**src/rtl/usb_tx_bank_scheduler.sv**
```systemverilog
// usb_tx_bank_scheduler: streams filled buffer banks to a USB FIFO
// in strict cyclic bank order, one byte per read/write handshake.
module usb_tx_bank_scheduler #(
  parameter int DATA_W    = 8,
  parameter int ADDR_W    = 8,
  parameter int BANKS     = 2,
  parameter int BLOCK_LEN = 126,
  parameter int RD_LAT    = 1,
  parameter int WR_PULSE  = 2
) (
  input  logic              clk_i,
  input  logic              rst_i,
  input  logic              ena_i,
  input  logic [BANKS-1:0]  buff_ready_i,
  output logic              rd_en_o,
  output logic [ADDR_W-1:0] raddr_o,
  input  logic [DATA_W-1:0] q_i,
  input  logic              txe_i,
  output logic              wr_o,
  output logic [DATA_W-1:0] d_o,
  output logic [BANKS-1:0]  bank_done_o,
  output logic              busy_o,
  output logic              overrun_o
);

  localparam int CUR_W = (BANKS > 1) ? $clog2(BANKS) : 1;
  localparam logic [3:0] RDW_LAST = 4'(RD_LAT - 2);
  localparam logic [3:0] WR_LAST  = 4'(WR_PULSE - 1);
  localparam logic [ADDR_W-1:0] IDX_LAST = ADDR_W'(BLOCK_LEN - 1);
  localparam logic [CUR_W-1:0]  CUR_LAST = CUR_W'(BANKS - 1);

  typedef enum logic [2:0] {
    S_WAIT, S_CHECK, S_READ, S_RDWAIT,
    S_LOAD, S_WRITE, S_HOLD, S_DONE
  } state_e;

  state_e            state_q, state_d;
  logic [CUR_W-1:0]  cur_q, cur_d;
  logic [ADDR_W-1:0] idx_q, idx_d;
  logic [3:0]        cnt_q, cnt_d;
  logic [BANKS-1:0]  pend_q, pend_d;
  logic              ovr_q, ovr_d;
  logic [ADDR_W-1:0] raddr_q, raddr_d;
  logic [DATA_W-1:0] d_q, d_d;

  logic [ADDR_W-1:0] base;
  logic [ADDR_W-1:0] addr;
  logic              last;
  logic [BANKS-1:0]  cur_oh;
  logic [BANKS-1:0]  done_oh;

  assign base    = ADDR_W'(int'(cur_q) * BLOCK_LEN);
  assign addr    = base + idx_q;
  assign last    = (idx_q == IDX_LAST);
  assign cur_oh  = BANKS'(1) << cur_q;
  assign done_oh = (state_q == S_DONE) ? cur_oh : '0;

  // state and datapath registers
  always_ff @(posedge clk_i) begin
    if (rst_i) begin
      state_q <= S_WAIT;
      cur_q   <= '0;
      idx_q   <= '0;
      cnt_q   <= '0;
      pend_q  <= '0;
      ovr_q   <= 1'b0;
      raddr_q <= '0;
      d_q     <= '0;
    end else begin
      state_q <= state_d;
      cur_q   <= cur_d;
      idx_q   <= idx_d;
      cnt_q   <= cnt_d;
      pend_q  <= pend_d;
      ovr_q   <= ovr_d;
      raddr_q <= raddr_d;
      d_q     <= d_d;
    end
  end

  // next-state logic of the per-byte handshake
  always_comb begin
    state_d = state_q;
    unique case (state_q)
      S_WAIT:
        if (pend_q[cur_q] && ena_i) state_d = S_CHECK;
      S_CHECK:
        if (!txe_i && ena_i) state_d = S_READ;
      S_READ:
        state_d = (RD_LAT > 1) ? S_RDWAIT : S_LOAD;
      S_RDWAIT:
        if (cnt_q == RDW_LAST) state_d = S_LOAD;
      S_LOAD:
        state_d = S_WRITE;
      S_WRITE:
        if (cnt_q == WR_LAST) state_d = S_HOLD;
      S_HOLD:
        state_d = last ? S_DONE : S_CHECK;
      S_DONE:
        state_d = S_WAIT;
      default:
        state_d = S_WAIT;
    endcase
  end

  // counters, pending bookkeeping and held read/write values
  always_comb begin
    cnt_d   = (state_d != state_q) ? 4'd0 : cnt_q + 4'd1;
    idx_d   = idx_q;
    cur_d   = cur_q;
    raddr_d = raddr_q;
    d_d     = d_q;
    if (state_q == S_WAIT) idx_d = '0;
    if (state_q == S_HOLD && !last) idx_d = idx_q + 1'b1;
    if (state_q == S_READ) raddr_d = addr;
    if (state_q == S_LOAD) d_d = q_i;
    if (state_q == S_DONE)
      cur_d = (cur_q == CUR_LAST) ? '0 : cur_q + 1'b1;
    // a fill arriving on the releasing cycle counts as a fresh fill
    pend_d = (pend_q & ~done_oh) | buff_ready_i;
    ovr_d  = ovr_q | (|(buff_ready_i & pend_q & ~done_oh));
  end

  // outputs decoded from state
  always_comb begin
    rd_en_o     = (state_q == S_READ);
    raddr_o     = (state_q == S_READ) ? addr : raddr_q;
    wr_o        = (state_q == S_WRITE);
    d_o         = d_q;
    bank_done_o = done_oh;
    busy_o      = (state_q != S_WAIT);
    overrun_o   = ovr_q;
  end

endmodule
```
**config.mk**
```make
export PLATFORM = sky130hd
export DESIGN_NAME = usb_tx_bank_scheduler
export DESIGN_NICKNAME = d
export VERILOG_FILES = /design/src/rtl/usb_tx_bank_scheduler.sv
export SDC_FILE = /design/constraint.sdc
export NUM_CORES = 1
export LEC_CHECK = 0
export CAP_MARGIN = 20
export CORE_MARGIN = 2
export CORE_UTILIZATION = 50
export CTS_CLUSTER_DIAMETER = 60
export CTS_CLUSTER_SIZE = 30
export DETAILED_ROUTE_END_ITERATION = 7
export GPL_ROUTABILITY_DRIVEN = 1
export PLACE_DENSITY_LB_ADDON = 0.08
export REMOVE_ABC_BUFFERS = 1
export SKIP_CTS_REPAIR_TIMING = 1
export SLEW_MARGIN = 20
export SYNTH_ARGS = -nofsm -noshare
export SYNTH_HDL_FRONTEND = slang
export SYNTH_SLANG_ARGS = --single-unit
```
**constraint.sdc**
```tcl
create_clock -name clk_i -period 2.5 [get_ports clk_i]
set_clock_uncertainty 0.15 [all_clocks]
set_input_delay 0.25 -clock clk_i [delete_from_list [all_inputs] [get_ports clk_i]]
set_output_delay 0.25 -clock clk_i [all_outputs]
set_load 0.05 [all_outputs]
```
# After elaboration in Yosys (flattened, before gate mapping)

Cells that the tools add are included.

Flip-flop bits (word level): 35
Input bits: 14
Logic and storage cells: 55

Bitwise logic cells: 6
Add/subtract/negate cells: 4
Magnitude comparators: 1
Mux-type cells: 13
Equality and inequality tests: 11
Multiply operators: 1
Reductions and logical operators: 10
Shift-type cells: 1

Operator list:

| cell                                                                         | number |
|---|---|
| 8-bit 2-to-1 mux                                                             | 3 |
| 3-bit case mux with 8 select lines                                           | 1 |
| 3-bit 2-to-1 mux                                                             | 5 |
| 3-bit equality test, second input constant                                   | 4 |
| 8-bit by 1-bit adder with 8-bit output, second input constant                | 1 |
| 8-bit adder                                                                  | 1 |
| 8-bit by 7-bit equality test with 1-bit output, second input constant        | 1 |
| 1-bit by 6-bit multiplier with 7-bit output, second input constant           | 1 |
| 2-bit bitwise AND                                                            | 3 |
| 3-bit by 2-bit equality test with 1-bit output, second input constant        | 2 |
| 4-bit by 1-bit adder with 4-bit output, second input constant                | 1 |
| 4-bit by 1-bit equality test with 1-bit output, second input constant        | 1 |
| 4-bit equality test, second input constant                                   | 1 |
| 2-bit OR reduction                                                           | 2 |
| 3-bit by 1-bit equality test with 1-bit output, second input constant        | 1 |
| 1-bit logical AND                                                            | 3 |
| 3-bit logical NOT                                                            | 1 |
| 1-bit 2-to-1 mux                                                             | 3 |
| 3-bit != test                                                                | 1 |
| 3-bit nonzero test                                                           | 1 |
| 1-bit logical NOT                                                            | 2 |
| 1-bit by 2-bit less-than comparator with 1-bit output, second input constant | 1 |
| 2-bit 2-to-1 mux                                                             | 1 |
| 2-bit NOT                                                                    | 1 |
| 5 further kinds                                                              | 5 |

# Depth between registers and ports, before layout

Depth after elaboration: 7
Mapped depth: 7
Mapped depth without buffers: 7

# Least setup slack after synthesis

Ideal clock, no wire load.

Path kind: register to output
From: register cur_q
To: output port raddr_o[7]
Arrival time: 2.870 ns
Path buffers: 0
Path slack: -0.770 ns
Required time: 2.100 ns
Cell stages (with the launch flop): 8
Cell sequence: dfxtp_1 -> ha_1 -> inv_1 -> fa_1 -> nor2b_1 -> o2111ai_1 -> and4_1 -> o31ai_1

Word-level cells in the longest chain between the ends: 3

Ends and longest elaborated chain:

| what                                        | RTL line | source |
|---|---|---|
| start: declaration                          | 38       | `logic [CUR_W-1:0] cur_q, cur_d;` |
| start signal: assignment                    | 71       | `cur_q <= cur_d;` |
| 1-bit by 6-bit multiplier with 7-bit output | 52       | `assign base = ADDR_W'(int'(cur_q) * BLOCK_LEN);` |
| 8-bit adder                                 | 53       | `assign addr = base + idx_q;` |
| 8-bit 2-to-1 mux                            | n/a      |  |
| end: declaration                            | 16       | `output logic [ADDR_W-1:0] raddr_o,` |

Every way passes these cells.

# Worst setup path after layout

From: register cur_q
To: output port raddr_o[5]

Same word-level chain as after synthesis.

==> run_results.csv <==
group,metric,value,unit
status,status,"finished, violations left",
status,violations,"negative setup slack",
placed_design,post-place-ws,-0.0556,ns
power,peakVddDrop,0.000422,V
clocking,root_buffer,"clkbuf_8",
timing,relSlewSlack,0.570,
power,total_power,1.15,mW
power,switching_share,0.257,
clocking,path_clk_slew,0.06,ns
floorplan,core_area,3690,um2
clocking,cts_tree,"done",
timing,worstMarginPinSlew,0.640,ns
power,combinationalPowerShare,0.137,
synth,synth.avg_cell_area,8.52,um2
synth,syn_area,1930,um2
timing,post-route-period-util,1.00,
hold_path,min_path_type,"reg2reg",
power,intPower,854,uW
critical_path,r2r_cells,8,
timing,hold_viol,0,
floorplan,ioPinCount,36,
power,seqPwrFrac,0.513,
synth,ys_ff_latch,35,
synth,synthArstFlopShare,0,
power,powerDensity,435,nW/um2
routing,dr_total_vias,1791,
global_routing,grt_pass1_vias,1628,
timing,setup_viol,1,
cells_and_area,final_common_cell,"dfxtp_1",
cells_and_area,nets,294,
synth,ys.flop_type,"dfxtp_1",
cells_and_area,fillCellCount,303,
routing,firstDrtPassIters,4,
floorplan,die_area,4380,um2
synth,netlist_instances,227,
hold_path,whs_path_depth,2,
routing,antenna_left,0,
power,pwr-share-clk,0.350,
routing,first_iter_violations,88,
floorplan,die_w,66.2,um
cells_and_area,mostFrequentLayoutCells,"dfxtp_1 (31), clkdlybuf4s50_1 (26), nand2_1 (23)",
floorplan,die_h,66.2,um
synth,synth-seq-area-share,0.362,
cells_and_area,syn2layout_area_growth,36.7,%
global_routing,grt_pass1_wl,7370,um
flow_run,max-cap-violations,0,
placed_design,portBuffers,35,
clocking,cts_inserted_buffers,5,
cells_and_area,finalInstanceArea,2640,um2
cells_and_area,drive_above_1_share,0.197,
floorplan,fp-row-count,22,
critical_path,required,2.10,ns
power,leakagePower,0.993,nW
cells_and_area,diodes,0,
timing,fmax,0.398,GHz
clocking,clock_sinks,35,
synth,yosys_warnings,0,
timing,drv_slew,0,
timing,layout_min_cycle_time,2.51,ns
timing,rsz0062_at_grt,"yes",
global_routing,grt_overflow,0,
timing,layout_setup_ws,-0.0117,ns
timing,fin_tns_setup,-0.0117,ns
clocking,cts.htree.levels,2,
routing,wl_per_cell,14.0,um
critical_path,cp_max_fo,5,
power,p_sw,296,uW
placed_design,place_congestion,0.792,
routing,routed_wirelength,4440,um
routing,drc,0,
global_routing,antenna_found_initial,0,
placed_design,hpwl,3050,um
placed_design,dp.cells,309,
clocking,insertion_delay,0.28,ns
cells_and_area,finalNonFillerCells,317,
floorplan,start_util,0.524,
global_routing,grt.total_usage,0.220,
clocking,ctsLongestPathBuffers,2,
critical_path,crit_path_start_kind,"register",
global_routing,grt_max_degree,26,
placed_design,dpl_cell_area,2430,um2
synth,synthDistinctLibCells,53,
critical_path,cp-end-kind,"primary output",
timing,fin_hold_ws,0.327,ns
critical_path,cp.arrival,2.11,ns
routing,via_per_inst,5.65,
critical_path,path_class,"reg2out",
cells_and_area,utilization,0.716,
synth,synth_edf_count,0,
==> Yosys cell counts (all sizes together) (5+ instances only) <==
cell type | n | share of area
a31oi | 7 | 0.023
o21ai | 7 | 0.018
nand3 | 14 | 0.036
clkbuf | 5 | 0.0097
ha | 10 | 0.065
nand2 | 23 | 0.045
dfxtp | 35 | 0.36
buf | 5 | 0.019
inv | 17 | 0.033
nor2 | 18 | 0.036
mux2i | 9 | 0.047
nor3 | 9 | 0.023
==> power by group through the flow <==
stage	combinational [mW]	clock, mW	sequential, mW
floorplan	0.0722	0	0.619
global placement	0.156	0	0.603
detailed placement	0.157	0	0.604
CTS	0.157	0.413	0.591
global route	0.173	0.439	0.592
finish	0.157	0.402	0.590
==> per-layer routing <==
layer,part of all wire,track usage,vias to the layer above
met5,0,0,-
met4,0.014,0.0689,0
met3,0.039,0.0460,7
met2,0.48,0.361,37
met1,0.47,0.290,847
li1,-,-,900
==> logic make-up after synthesis <==
family                     synth area share
AOI/OAI and AO/OA                     0.175
DFF                                   0.362
and+or+nand+nor                       0.243
xor gates and xnor gates             0.0181
adders and majority gates            0.0751
buffers and inverters                0.0621
muxes                                0.0641
==> worst paths after layout <==
| kind | start | to | slack, ns |
|---|---|---|---|
| worst max-delay path | cur_q$_SDFFE_PP0N_ | raddr_o[5] | -0.01 |
| worst min-delay path | raddr_q[6]$_SDFF_PP0_ | raddr_q[6]$_SDFF_PP0_ | 0.33 |
| worst max register to register | cur_q$_SDFFE_PP0N_ | raddr_q[7]$_SDFF_PP0_ | 0.42 |
| worst min register to register | raddr_q[6]$_SDFF_PP0_ | raddr_q[6]$_SDFF_PP0_ | 0.33 |
==> critical path: stages, from the launching register on <==
cell and delay [ns]:
dfxtp_4 0.37, buf_6 0.14, ha_4 0.26, nor2b_4 0.14, buf_4 0.13, o31a_1 0.35, o31ai_4 0.28, buf_12 0.17
==> registers in the layout, indices dropped and copies added (netlist names) <==
signal     cells
d_o            8
idx_q          8
raddr_q        8
pend_q         2
overrun_o      1
cur_q          1
cnt_q          4
state_q        3
==> cell type report <==
cell class	count	area (um2)	share of cell area
clock buffers	6	82.6	0.0313
clock inverters	1	5.00	0.00189
inverters	17	63.8	0.0241
multi-input cells	165	1210	0.459
flip-flops and latches	35	711	0.269
well taps	48	60.1	0.0227
repair buffers	45	507	0.192
(Power assumes the default switching activity.)
